--- config.mk ---
export PLATFORM = sky130hd
export DESIGN_NAME = apu_recorder
export DESIGN_NICKNAME = d
export VERILOG_FILES = /design/src/rtl/apu_recorder.sv
export SDC_FILE = /design/constraint.sdc
export NUM_CORES = 1
export LEC_CHECK = 0
export BUFFER_PORTS_ARGS = -buffer_cell sky130_fd_sc_hd__buf_4
export CAP_MARGIN = 20
export CORE_MARGIN = 10
export CORE_UTILIZATION = 35
export CTS_BUF_LIST = sky130_fd_sc_hd__clkbuf_16
export CTS_CLUSTER_DIAMETER = 150
export DETAILED_ROUTE_END_ITERATION = 6
export PLACE_DENSITY_LB_ADDON = 0.12
export SLEW_MARGIN = 30
export SYNTH_ARGS = -nofsm -noshare
export SYNTH_HDL_FRONTEND = slang
export SYNTH_SLANG_ARGS = --single-unit
export TNS_END_PERCENT = 100
--- constraint.sdc ---
create_clock -name clock -period 2.1 [get_ports clock]
set_input_delay 0.525 -clock clock [delete_from_list [all_inputs] [get_ports clock]]
set_output_delay 0.525 -clock clock [all_outputs]
set_load 0.01 [all_outputs]
--- src/rtl/apu_recorder.sv ---
// -----------------------------------------------------------------------------
// apu_recorder
//
// Receive-side audio capture for the APU. The I2S bit clock, word select and
// serial data are oversampled in the system clock domain. The upper byte of
// each 16-bit left-channel word is kept, eight such bytes are packed into a
// 64-bit chunk, and chunks are written sequentially into 64-entry DRAM
// buffers handed over by the CPU through the MMIO control word.
//
// Ports:
//   clock, reset         system clock, synchronous active-high reset
//   control[31:0]        MMIO word: [0] irq ack, [1] irq enable,
//                        [2] enqueue base, [3] capture enable, [31:9] base
//   control_valid        one-cycle strobe qualifying control
//   buf_irq              registered "no spare buffer queued" interrupt
//   i2s_sck/ws/sd        asynchronous I2S pins (ws = 0 selects left)
//   mem_wdata/mem_addr   chunk and 64-bit word address of the pending write
//   mem_write_en         write request; held with stable addr/data until ack
//   mem_ack              write accepted on a cycle where mem_write_en = 1
//   drop_count           discarded-chunk counter (0 unless built with it)
//   dbg_state            {buffer FSM in RUN, write FSM in WRITE}
//
// Handshake: a write transfers on every rising clock edge where both
// mem_write_en and mem_ack are 1; mem_addr and mem_wdata do not change while
// mem_write_en is 1 and mem_ack is 0.
//
// Build option: define APU_REC_DROP_COUNT_EN to build the saturating
// drop counter; otherwise drop_count is tied to zero.
// -----------------------------------------------------------------------------
module apu_recorder (
    input  logic        clock,
    input  logic        reset,
    input  logic [31:0] control,
    input  logic        control_valid,
    output logic        buf_irq,
    input  logic        i2s_sck,
    input  logic        i2s_ws,
    input  logic        i2s_sd,
    output logic [63:0] mem_wdata,
    output logic [28:0] mem_addr,
    output logic        mem_write_en,
    input  logic        mem_ack,
    output logic [15:0] drop_count,
    output logic [1:0]  dbg_state
);

    typedef enum logic { BUF_IDLE = 1'b0, BUF_RUN = 1'b1 } buf_state_e;
    typedef enum logic { WR_WAIT = 1'b0, WR_WRITE = 1'b1 } wr_state_e;

    logic [1:0]  sck_sync_q, sck_sync_d, ws_sync_q, ws_sync_d, sd_sync_q, sd_sync_d;
    logic        sck_prev_q, sck_prev_d, ws_prev_q, ws_prev_d;
    logic        armed_q, armed_d;
    logic [3:0]  bit_cnt_q, bit_cnt_d;
    logic [15:0] shift_q, shift_d;
    logic [2:0]  byte_cnt_q, byte_cnt_d;
    logic [55:0] chunk_q, chunk_d;
    logic        capture_en_q, capture_en_d, irq_en_q, irq_en_d, buf_irq_q, buf_irq_d;
    logic        queued_valid_q, queued_valid_d;
    logic [22:0] queued_base_q, queued_base_d, active_base_q, active_base_d;
    logic [5:0]  offset_q, offset_d;
    logic [63:0] pending_q, pending_d;
    buf_state_e  buf_state_q, buf_state_d;
    wr_state_e   wr_state_q, wr_state_d;

    logic        sck_rise, sample_valid, chunk_done, take_chunk, promote, write_ack, ctrl_ack;
    logic [7:0]  sample;
    logic [63:0] chunk_full;
    logic        ctrl_unused;

    assign ctrl_unused = ^control[8:4];
    assign ctrl_ack    = control_valid & control[0];

    // Two-flop synchronisers plus the SCK history flop used for edge detection.
    always_comb begin
        sck_sync_d = {sck_sync_q[0], i2s_sck};
        ws_sync_d  = {ws_sync_q[0], i2s_ws};
        sd_sync_d  = {sd_sync_q[0], i2s_sd};
        sck_prev_d = sck_sync_q[1];
        sck_rise   = sck_sync_q[1] & ~sck_prev_q;
    end

    // Word capture: a 1->0 WS transition seen on an SCK rise arms the word;
    // that rise carries no data, the next 16 rises shift SD in MSB first.
    always_comb begin
        ws_prev_d    = ws_prev_q;
        armed_d      = armed_q;
        bit_cnt_d    = bit_cnt_q;
        shift_d      = shift_q;
        sample_valid = 1'b0;
        if (sck_rise) begin
            ws_prev_d = ws_sync_q[1];
            if (ws_prev_q && !ws_sync_q[1]) begin
                armed_d   = 1'b1;
                bit_cnt_d = 4'd0;
                shift_d   = 16'd0;
            end else if (armed_q) begin
                shift_d = {shift_q[14:0], sd_sync_q[1]};
                if (bit_cnt_q == 4'd15) begin
                    sample_valid = 1'b1;
                    armed_d      = 1'b0;
                    bit_cnt_d    = 4'd0;
                end else begin
                    bit_cnt_d = bit_cnt_q + 4'd1;
                end
            end
        end
        if (!capture_en_q) begin
            armed_d      = 1'b0;
            bit_cnt_d    = 4'd0;
            shift_d      = 16'd0;
            sample_valid = 1'b0;
        end
    end

    assign sample = shift_d[15:8];

    // Packing: bytes 0..6 accumulate in chunk_q; the eighth sample completes
    // the chunk combinationally so it can be latched the same cycle.
    always_comb begin
        chunk_d    = chunk_q;
        byte_cnt_d = byte_cnt_q;
        chunk_done = 1'b0;
        chunk_full = {sample, chunk_q};
        if (sample_valid) begin
            if (byte_cnt_q == 3'd7) begin
                chunk_done = 1'b1;
                byte_cnt_d = 3'd0;
                chunk_d    = 56'd0;
            end else begin
                chunk_d[{byte_cnt_q, 3'b000} +: 8] = sample;
                byte_cnt_d = byte_cnt_q + 3'd1;
            end
        end
        if (!capture_en_q) begin
            chunk_d    = 56'd0;
            byte_cnt_d = 3'd0;
        end
    end

    // Control word decode; irq ack takes priority over irq enable.
    always_comb begin
        capture_en_d = control_valid ? control[3] : capture_en_q;
        irq_en_d     = irq_en_q;
        if (ctrl_ack)
            irq_en_d = 1'b0;
        else if (control_valid && control[1])
            irq_en_d = 1'b1;
        buf_irq_d = ctrl_ack ? 1'b0 : (irq_en_q & ~queued_valid_q);
    end

    // Next-state logic for both FSMs and the buffer bookkeeping.
    always_comb begin
        write_ack     = (wr_state_q == WR_WRITE) & mem_ack;
        buf_state_d   = buf_state_q;
        active_base_d = active_base_q;
        offset_d      = offset_q;
        promote       = 1'b0;
        case (buf_state_q)
            BUF_IDLE: begin
                if (queued_valid_q) begin
                    promote     = 1'b1;
                    buf_state_d = BUF_RUN;
                end
            end
            BUF_RUN: begin
                if (write_ack) begin
                    offset_d = offset_q + 6'd1;
                    if (offset_q == 6'd63) begin
                        if (queued_valid_q)
                            promote = 1'b1;
                        else
                            buf_state_d = BUF_IDLE;
                    end
                end
            end
            default: buf_state_d = BUF_IDLE;
        endcase
        if (promote) begin
            active_base_d = queued_base_q;
            offset_d      = 6'd0;
        end
        // A same-cycle enqueue lands after the promotion consumed the old base.
        queued_valid_d = promote ? 1'b0 : queued_valid_q;
        queued_base_d  = queued_base_q;
        if (control_valid && control[2]) begin
            queued_valid_d = 1'b1;
            queued_base_d  = control[31:9];
        end

        take_chunk = chunk_done & (buf_state_q == BUF_RUN) & (wr_state_q == WR_WAIT);
        wr_state_d = wr_state_q;
        pending_d  = pending_q;
        case (wr_state_q)
            WR_WAIT: begin
                if (take_chunk) begin
                    pending_d  = chunk_full;
                    wr_state_d = WR_WRITE;
                end
            end
            WR_WRITE: begin
                if (mem_ack)
                    wr_state_d = WR_WAIT;
            end
            default: wr_state_d = WR_WAIT;
        endcase
    end

    // Outputs.
    always_comb begin
        mem_write_en = (wr_state_q == WR_WRITE);
        mem_addr     = {active_base_q, offset_q};
        mem_wdata    = pending_q;
        buf_irq      = buf_irq_q;
        dbg_state    = {buf_state_q == BUF_RUN, wr_state_q == WR_WRITE};
    end

    always_ff @(posedge clock) begin
        if (reset) begin
            sck_sync_q     <= 2'b00;
            ws_sync_q      <= 2'b00;
            sd_sync_q      <= 2'b00;
            sck_prev_q     <= 1'b0;
            ws_prev_q      <= 1'b0;
            armed_q        <= 1'b0;
            bit_cnt_q      <= 4'd0;
            shift_q        <= 16'd0;
            byte_cnt_q     <= 3'd0;
            chunk_q        <= 56'd0;
            capture_en_q   <= 1'b0;
            irq_en_q       <= 1'b0;
            buf_irq_q      <= 1'b0;
            queued_valid_q <= 1'b0;
            queued_base_q  <= 23'd0;
            active_base_q  <= 23'd0;
            offset_q       <= 6'd0;
            pending_q      <= 64'd0;
            buf_state_q    <= BUF_IDLE;
            wr_state_q     <= WR_WAIT;
        end else begin
            sck_sync_q     <= sck_sync_d;
            ws_sync_q      <= ws_sync_d;
            sd_sync_q      <= sd_sync_d;
            sck_prev_q     <= sck_prev_d;
            ws_prev_q      <= ws_prev_d;
            armed_q        <= armed_d;
            bit_cnt_q      <= bit_cnt_d;
            shift_q        <= shift_d;
            byte_cnt_q     <= byte_cnt_d;
            chunk_q        <= chunk_d;
            capture_en_q   <= capture_en_d;
            irq_en_q       <= irq_en_d;
            buf_irq_q      <= buf_irq_d;
            queued_valid_q <= queued_valid_d;
            queued_base_q  <= queued_base_d;
            active_base_q  <= active_base_d;
            offset_q       <= offset_d;
            pending_q      <= pending_d;
            buf_state_q    <= buf_state_d;
            wr_state_q     <= wr_state_d;
        end
    end

`ifdef APU_REC_DROP_COUNT_EN
    // A completed chunk that was not taken by the write FSM is a drop.
    logic        drop;
    logic [15:0] drop_cnt_q, drop_cnt_d;

    always_comb begin
        drop       = chunk_done & ~take_chunk;
        drop_cnt_d = drop_cnt_q;
        if (ctrl_ack)
            drop_cnt_d = 16'd0;
        else if (drop && drop_cnt_q != 16'hFFFF)
            drop_cnt_d = drop_cnt_q + 16'd1;
    end

    always_ff @(posedge clock) begin
        if (reset)
            drop_cnt_q <= 16'd0;
        else
            drop_cnt_q <= drop_cnt_d;
    end

    assign drop_count = drop_cnt_q;
`else
    assign drop_count = 16'd0;
`endif

endmodule

==> metrics.yaml, run 1 <==
status: "complete, no violations"
final_layout_size_suffix_gt1_frac: 0.241
pwr-share-comb: 0.030
synthCells: 837
synth_edf_count: 0
die_h_um: 170
crit_fanout: 8
p_leak_nw: 3.88
synth.distinct_cells: 55
tightest_slew_ns: 0.635
totalWireLength_um: 21100
finClkSkew_ns: 0.0112
hold-worst-slack_ns: 0.234
ir_worst_vdd_v: 0.000616
crit_buf_inv: 2
r2r_slack_ns: 0.13
grt_overflow: 0
power.switching_w: 0.00183
clkSinkCount: 210
start_util: 0.358
ys.flop_type: "dfxtp_1"
fin_area_um2: 10100
drv_cap: 0
drc_errors: 0
min_period_ns: 1.97
area_growth_pct: 29.0
antenna_found_initial: 0
nets: 1021
design.core.area_um2: 22000
place_ws_ns: 0.0463
grt_max_degree: 153
fin_crit_sh: 0.938
ys_seq_area_frac: 0.535
clk_latency_ns: 0.51
dpl.hpwl_um: 14300
setup_violations: 0
arrival_ns: 2.40
synthesis.area_um2: 7860
cts_root_buf: "clkbuf_16"
cts_hold_buf: 0
yosys_warnings: 0
synthArstFlopShare: 0
ctsLongestPathBuffers: 3
die_area_um2: 28800
vias: 6162
port_buffers: 130
crit_chain: "inv_1, ha_1, ha_1, buf_4, nor2b_1, o2111ai_2, or4_4, o2bb2ai_1"
grt_setup_unrepaired: "yes"
p_sw_frac: 0.203
final-hold-violation-count: 0
setup_tns_ns: 0
viasPerCell: 4.85
htreeDepth: 1
power.density_nw_per_um2: 885
intPower_w: 0.00714
ant_nets: 0
hp-class: "in -> reg"
ctsResizeCount: 0
cp-end-kind: "flip-flop"
cp-startpoint: "byte_cnt_q[0]"
seq_area_um2: 4210
setup_ws_ns: 0.131
crit_family: "simple AND/OR/NAND/NOR gates"
pwr-share-seq: 0.450
cp-start-kind: "flip-flop"
dr.pass1.iters: 4
multi_input_area_um2: 3300
post_drt_wl_per_cell_um: 16.6
fillers: 2180
fmax_mhz: 508
r2r_start: "byte_cnt_q[0]"
drtIter0Drc: 408
min_from: "i2s_sd"
synth_area_per_cell_um2: 9.39
grt_pass1_vias: 5972
grt_pass1_wl_um: 33500
cts.reportedPaths.clkPinSlew_ns: 0.06
grt_usage: 0.141
slew_headroom: 0.577
required_ns: 2.53
rows: 54
path_class: "reg -> reg"
pwr-share-clk: 0.519
cp_slowest_cell: "or4_4"
gp_congestion: 0.824
post_cts_buffers: 0
cts_tree: "built"
crit_top_cell: "ha_1"
numCtsBuffers: 24
synth-seq-cells: 210
cp_slowest_stage_delay_ns: 0.50
io_pins: 152
fp.dieW_um: 170
antennaDiodeCount: 0
place_area_um2: 9210
final_util: 0.462
slew_violations: 0
==> final timing paths <==
check / endpoint / cells past startpoint
setup / recovery: chunk_q[17] / 8
setup reg to reg: chunk_q[17] / 8
hold / removal: sd_sync_q[0] / 2
hold reg to reg: ws_sync_q[1] / 1
==> registers in the layout, summed over array words and instances, names as in the netlist, 2 cells and up <==
signal,flops
shift_q,16
offset_q,6
active_base_q,23
byte_cnt_q,3
chunk_q,56
ws_sync_q,2
mem_wdata,64
sck_sync_q,2
sd_sync_q,2
bit_cnt_q,4
queued_base_q,23
==> cell families after synthesis <==
group | share of synthesized area
AO/OA/AOI/OAI | 0.164
XOR/XNOR | 0.00669
adder cells (fa/ha/maj) | 0.0143
buffers and inverters | 0.0573
flip-flops | 0.535
multiplexers | 0.0140
other | 0.000477
AND/OR/NAND/NOR | 0.208
==> final cells by class <==
type,count,area share
flip-flops and latches,210,0.415
inverters,15,0.00556
repair buffers,168,0.131
well taps,280,0.0346
clock inverters,19,0.0269
multi-input cells,554,0.326
clock buffers,25,0.0617
==> layer usage <==
layer / part of all wire / track usage / up-vias
li1: - / - / 3126
met1: 0.49 / 0.201 / 2851
met2: 0.42 / 0.208 / 152
met3: 0.071 / 0.0335 / 33
met4: 0.018 / 0.0385 / 0
met5: 0 / 0 / -
==> power groups by stage <==
stage                     registers (W)  logic (W)  clock network (W)
after floorplan                 0.00412   0.000182                  0
after global placement          0.00413   0.000275                  0
after detailed placement        0.00413   0.000275                  0
after CTS                       0.00404   0.000275            0.00477
after global routing            0.00404   0.000301            0.00495
final                           0.00404   0.000273            0.00466
==> synthesized netlist by cell type (2+ instances only) <==
cell       instances  area share
and4bb_2           2      0.0032
buf_1              2     0.00096
nor2b_1           11      0.0088
buf_4             23       0.022
nand2_1          168       0.080
a21oi_1           93       0.059
nand2b_1          35       0.028
nand3b_1           9      0.0086
o2bb2ai_1         24       0.027
a22o_1            32       0.036
a22oi_1            9      0.0086
o21bai_1           2      0.0019
nor3b_1            2      0.0019
buf_6              3      0.0043
ha_1               9       0.014
inv_2              6      0.0029
nand4b_1          23       0.026
nor4_1             2      0.0016
nor2_1            19      0.0091
and3_1             2      0.0016
clkbuf_1          36       0.017
nand4_1            4      0.0032
nor3_1             7      0.0045
mux2i_1           11       0.014
and2_1             2      0.0016
nor3_2             3      0.0038
inv_1              9      0.0043
nand3_1            6      0.0038
buf_2              9      0.0057
o22ai_2            4      0.0064
dfxtp_1          210        0.54
xnor2_1            3      0.0033
o21ai_0           33       0.021
xor2_1             3      0.0033
==> placed cells by master, fill, tap and decap left out, types with 7 or more instances in the layout <==
| master | count |
|---|---|
| o2bb2ai_1 | 24 |
| ha_1 | 9 |
| nand3b_1 | 9 |
| conb_1 | 16 |
| nor2_1 | 19 |
| bufinv_16 | 7 |
| o21ai_0 | 33 |
| buf_4 | 163 |
| inv_1 | 12 |
| nor2b_1 | 11 |
| mux2i_1 | 11 |
| a21oi_1 | 92 |
| nand2b_1 | 35 |
| nor3_1 | 7 |
| dfxtp_1 | 208 |
| a22o_1 | 32 |
| a22oi_1 | 9 |
| clkbuf_16 | 25 |
| nand4b_1 | 23 |
| nand2_1 | 168 |
==> metrics by stage <==
step | total power [W] | instances
6_report | 0.00897 | 1271
3_3_place_gp | 0.00440 | 1227
2_1_floorplan | 0.00431 | 852
4_1_cts | 0.00908 | 1271
3_5_place_dp | 0.00440 | 1227
5_1_grt | 0.00929 | 1271
Note: power is estimated with default switching activity, not from simulation.
==> run 2: changes to the inputs <==
--- a/config.mk
+++ b/config.mk
@@ -13,6 +13,7 @@
 export CTS_CLUSTER_DIAMETER = 150
 export DETAILED_ROUTE_END_ITERATION = 6
 export PLACE_DENSITY_LB_ADDON = 0.12
+export RECOVER_POWER = 50
 export SLEW_MARGIN = 30
 export SYNTH_ARGS = -nofsm -noshare
 export SYNTH_HDL_FRONTEND = slang
==> run 2 against run 1 <==
Register-to-register slack hardly changed. Clock skew fell by 0.0024 ns. Utilization is 1.7 points lower. Power hardly changed. Non-clock buffer count is the same. Worst setup slack worse by 0.0020 ns. Fmax decreased by 0.10%. Design area decreased by 3.7%. Critical path type unchanged. Critical endpoint is now chunk_q[20]. Largest power group unchanged. Highest routed layer unchanged.
==> metrics.yaml, run 2 (synthesis results as in run 1) <==
status: "complete, no violations"
cts_tree: "built"
crit_fanout: 8  # unchanged
final_common_cell: "dfxtp_1"
crit_top_cell: "ha_1"
start_util: 0.358  # unchanged
p_leak_nw: 3.47  # -10%
dpl.hpwl_um: 14300  # unchanged
design.core.area_um2: 22000  # unchanged
slew_violations: 0  # unchanged
setup_ws_ns: 0.129  # -0.00199 ns
final_layout_size_suffix_gt1_frac: 0.136  # -0.105
port_buffers: 130  # unchanged
cts_hold_buf: 0  # unchanged
finClkSkew_ns: 0.00878  # -0.00240 ns
seq_area_um2: 4210  # unchanged
antennaDiodeCount: 0  # unchanged
cp_slowest_stage_delay_ns: 0.50  # about the same
dr.pass1.iters: 4  # unchanged
grt_max_degree: 153  # unchanged
tightest_slew_ns: 0.788  # +0.153 ns
fillers: 2254  # +3.4%
crit_family: "simple AND/OR/NAND/NOR gates"
final-hold-violation-count: 0  # unchanged
grt_usage: 0.141  # unchanged
min_from: "i2s_sd"
post_drt_wl_per_cell_um: 16.7  # +0.45%
hold_depth: 2  # unchanged
fmax_mhz: 507  # -0.10%
multi_input_area_um2: 3290  # -0.34%
ir_worst_vdd_v: 0.000616  # about the same
rows: 54  # unchanged
largest_reg_flops: 64  # unchanged
io_pins: 152  # unchanged
layout_common_cells: "dfxtp_1, nand2_1, clkbuf_1, a21oi_1, buf_4"
worst_hold_path.endpoint: "sd_sync_q[0]"
hold-worst-slack_ns: 0.233  # -0.000940 ns
timing.rr.end: "chunk_q[20]"
grt_pass1_vias: 5972  # unchanged
r2r_start: "byte_cnt_q[0]"
slew_headroom: 0.474  # -0.102
drtIter0Drc: 380  # -6.9%
numCtsBuffers: 24  # unchanged
die_area_um2: 28800  # unchanged
crit_buf_inv: 2  # unchanged
post_cts_buffers: 0  # unchanged
ant_nets: 0  # unchanged
ctsResizeCount: 0  # unchanged
crit_chain: "inv_1, ha_1, ha_1, buf_4, nor2b_1, o2111ai_2, or4_4, o2bb2ai_1"
ctsLongestPathBuffers: 3  # unchanged
antenna_found_initial: 0  # unchanged
cp_slowest_cell: "or4_4"
power.density_nw_per_um2: 919  # +3.8%
required_ns: 2.54  # about the same
rr_worst_depth: 8  # unchanged
arrival_ns: 2.41  # about the same
place_ws_ns: 0.0463  # unchanged
htreeDepth: 1  # unchanged
min_period_ns: 1.97  # +0.00199 ns
grt_setup_unrepaired: "yes"
hp-class: "in -> reg"
cp-end-kind: "flip-flop"
cts.reportedPaths.clkPinSlew_ns: 0.06  # about the same
nets: 1021  # unchanged
fin_crit_sh: 0.939  # +0.000947
grt_overflow: 0  # unchanged
final_util: 0.444  # -0.0172
grt_pass1_wl_um: 33500  # unchanged
viasPerCell: 4.85  # about the same
totalWireLength_um: 21200  # +0.45%
setup_violations: 0  # unchanged
vias: 6167  # +0.081%
fp.dieW_um: 170  # unchanged
path_class: "reg -> reg"
clkSinkCount: 210  # unchanged
r2r_slack_ns: 0.13  # about the same
area_growth_pct: 24.2
cp-start-kind: "flip-flop"
die_h_um: 170  # unchanged
cts_root_buf: "clkbuf_16"
gp_congestion: 0.824  # unchanged
clk_latency_ns: 0.51  # about the same
drv_cap: 0  # unchanged
drc_errors: 0  # unchanged
## run 2: how the worst max path moves through the flow
stage             startpoint     endpoint  slack [ns]  cells after the start
2_1_floorplan  byte_cnt_q[0]  chunk_q[32]       0.002                      8
5_1_grt        byte_cnt_q[2]  chunk_q[20]       -0.01                      7
4_1_cts        byte_cnt_q[0]  chunk_q[13]        0.02                      8
3_5_place_dp   byte_cnt_q[1]   chunk_q[9]        0.05                      8
6_report       byte_cnt_q[0]  chunk_q[20]        0.13                      8
3_3_place_gp   byte_cnt_q[1]  chunk_q[14]        0.05                      8
## run 2: where the power goes
part | switching [W] | total (W) | internal (W) | leakage (nW)
clock network | 0.00165 | 0.00466 | 0.00301 | 0.436
logic | 0.000164 | 0.000265 | 0.000101 | 1.34
registers | 0.0000194 | 0.00404 | 0.00402 | 1.70
## run 2: through the flow
step | area (um2) | TNS (ns) | instances | total power, W
4_1_cts | 10100 | 0 | 1271 | 0.00908
5_1_grt | 9760 | -0.0445 | 1271 | 0.00928
2_1_floorplan | 7920 | 0 | 852 | 0.00431
3_5_place_dp | 9210 | 0 | 1227 | 0.00440
6_report | 9760 | 0 | 1271 | 0.00896
3_3_place_gp | 9210 | 0 | 1227 | 0.00440
## run 2: cell type report
class / instances / area share
repair buffers: 168 / 0.0981
clock inverters: 19 / 0.0280
well taps: 280 / 0.0359
clock buffers: 25 / 0.0641
multi-input cells: 554 / 0.337
flip-flops and latches: 210 / 0.431
inverters: 15 / 0.00577
## run 2: per-layer routing
metal,vias up,part of all wire,global-route usage
met5,-,0,0
met4,0,0.018,0.0385
met3,32,0.067,0.0335
met2,161,0.42,0.208
met1,2853,0.49,0.201
li1,3121,-,-
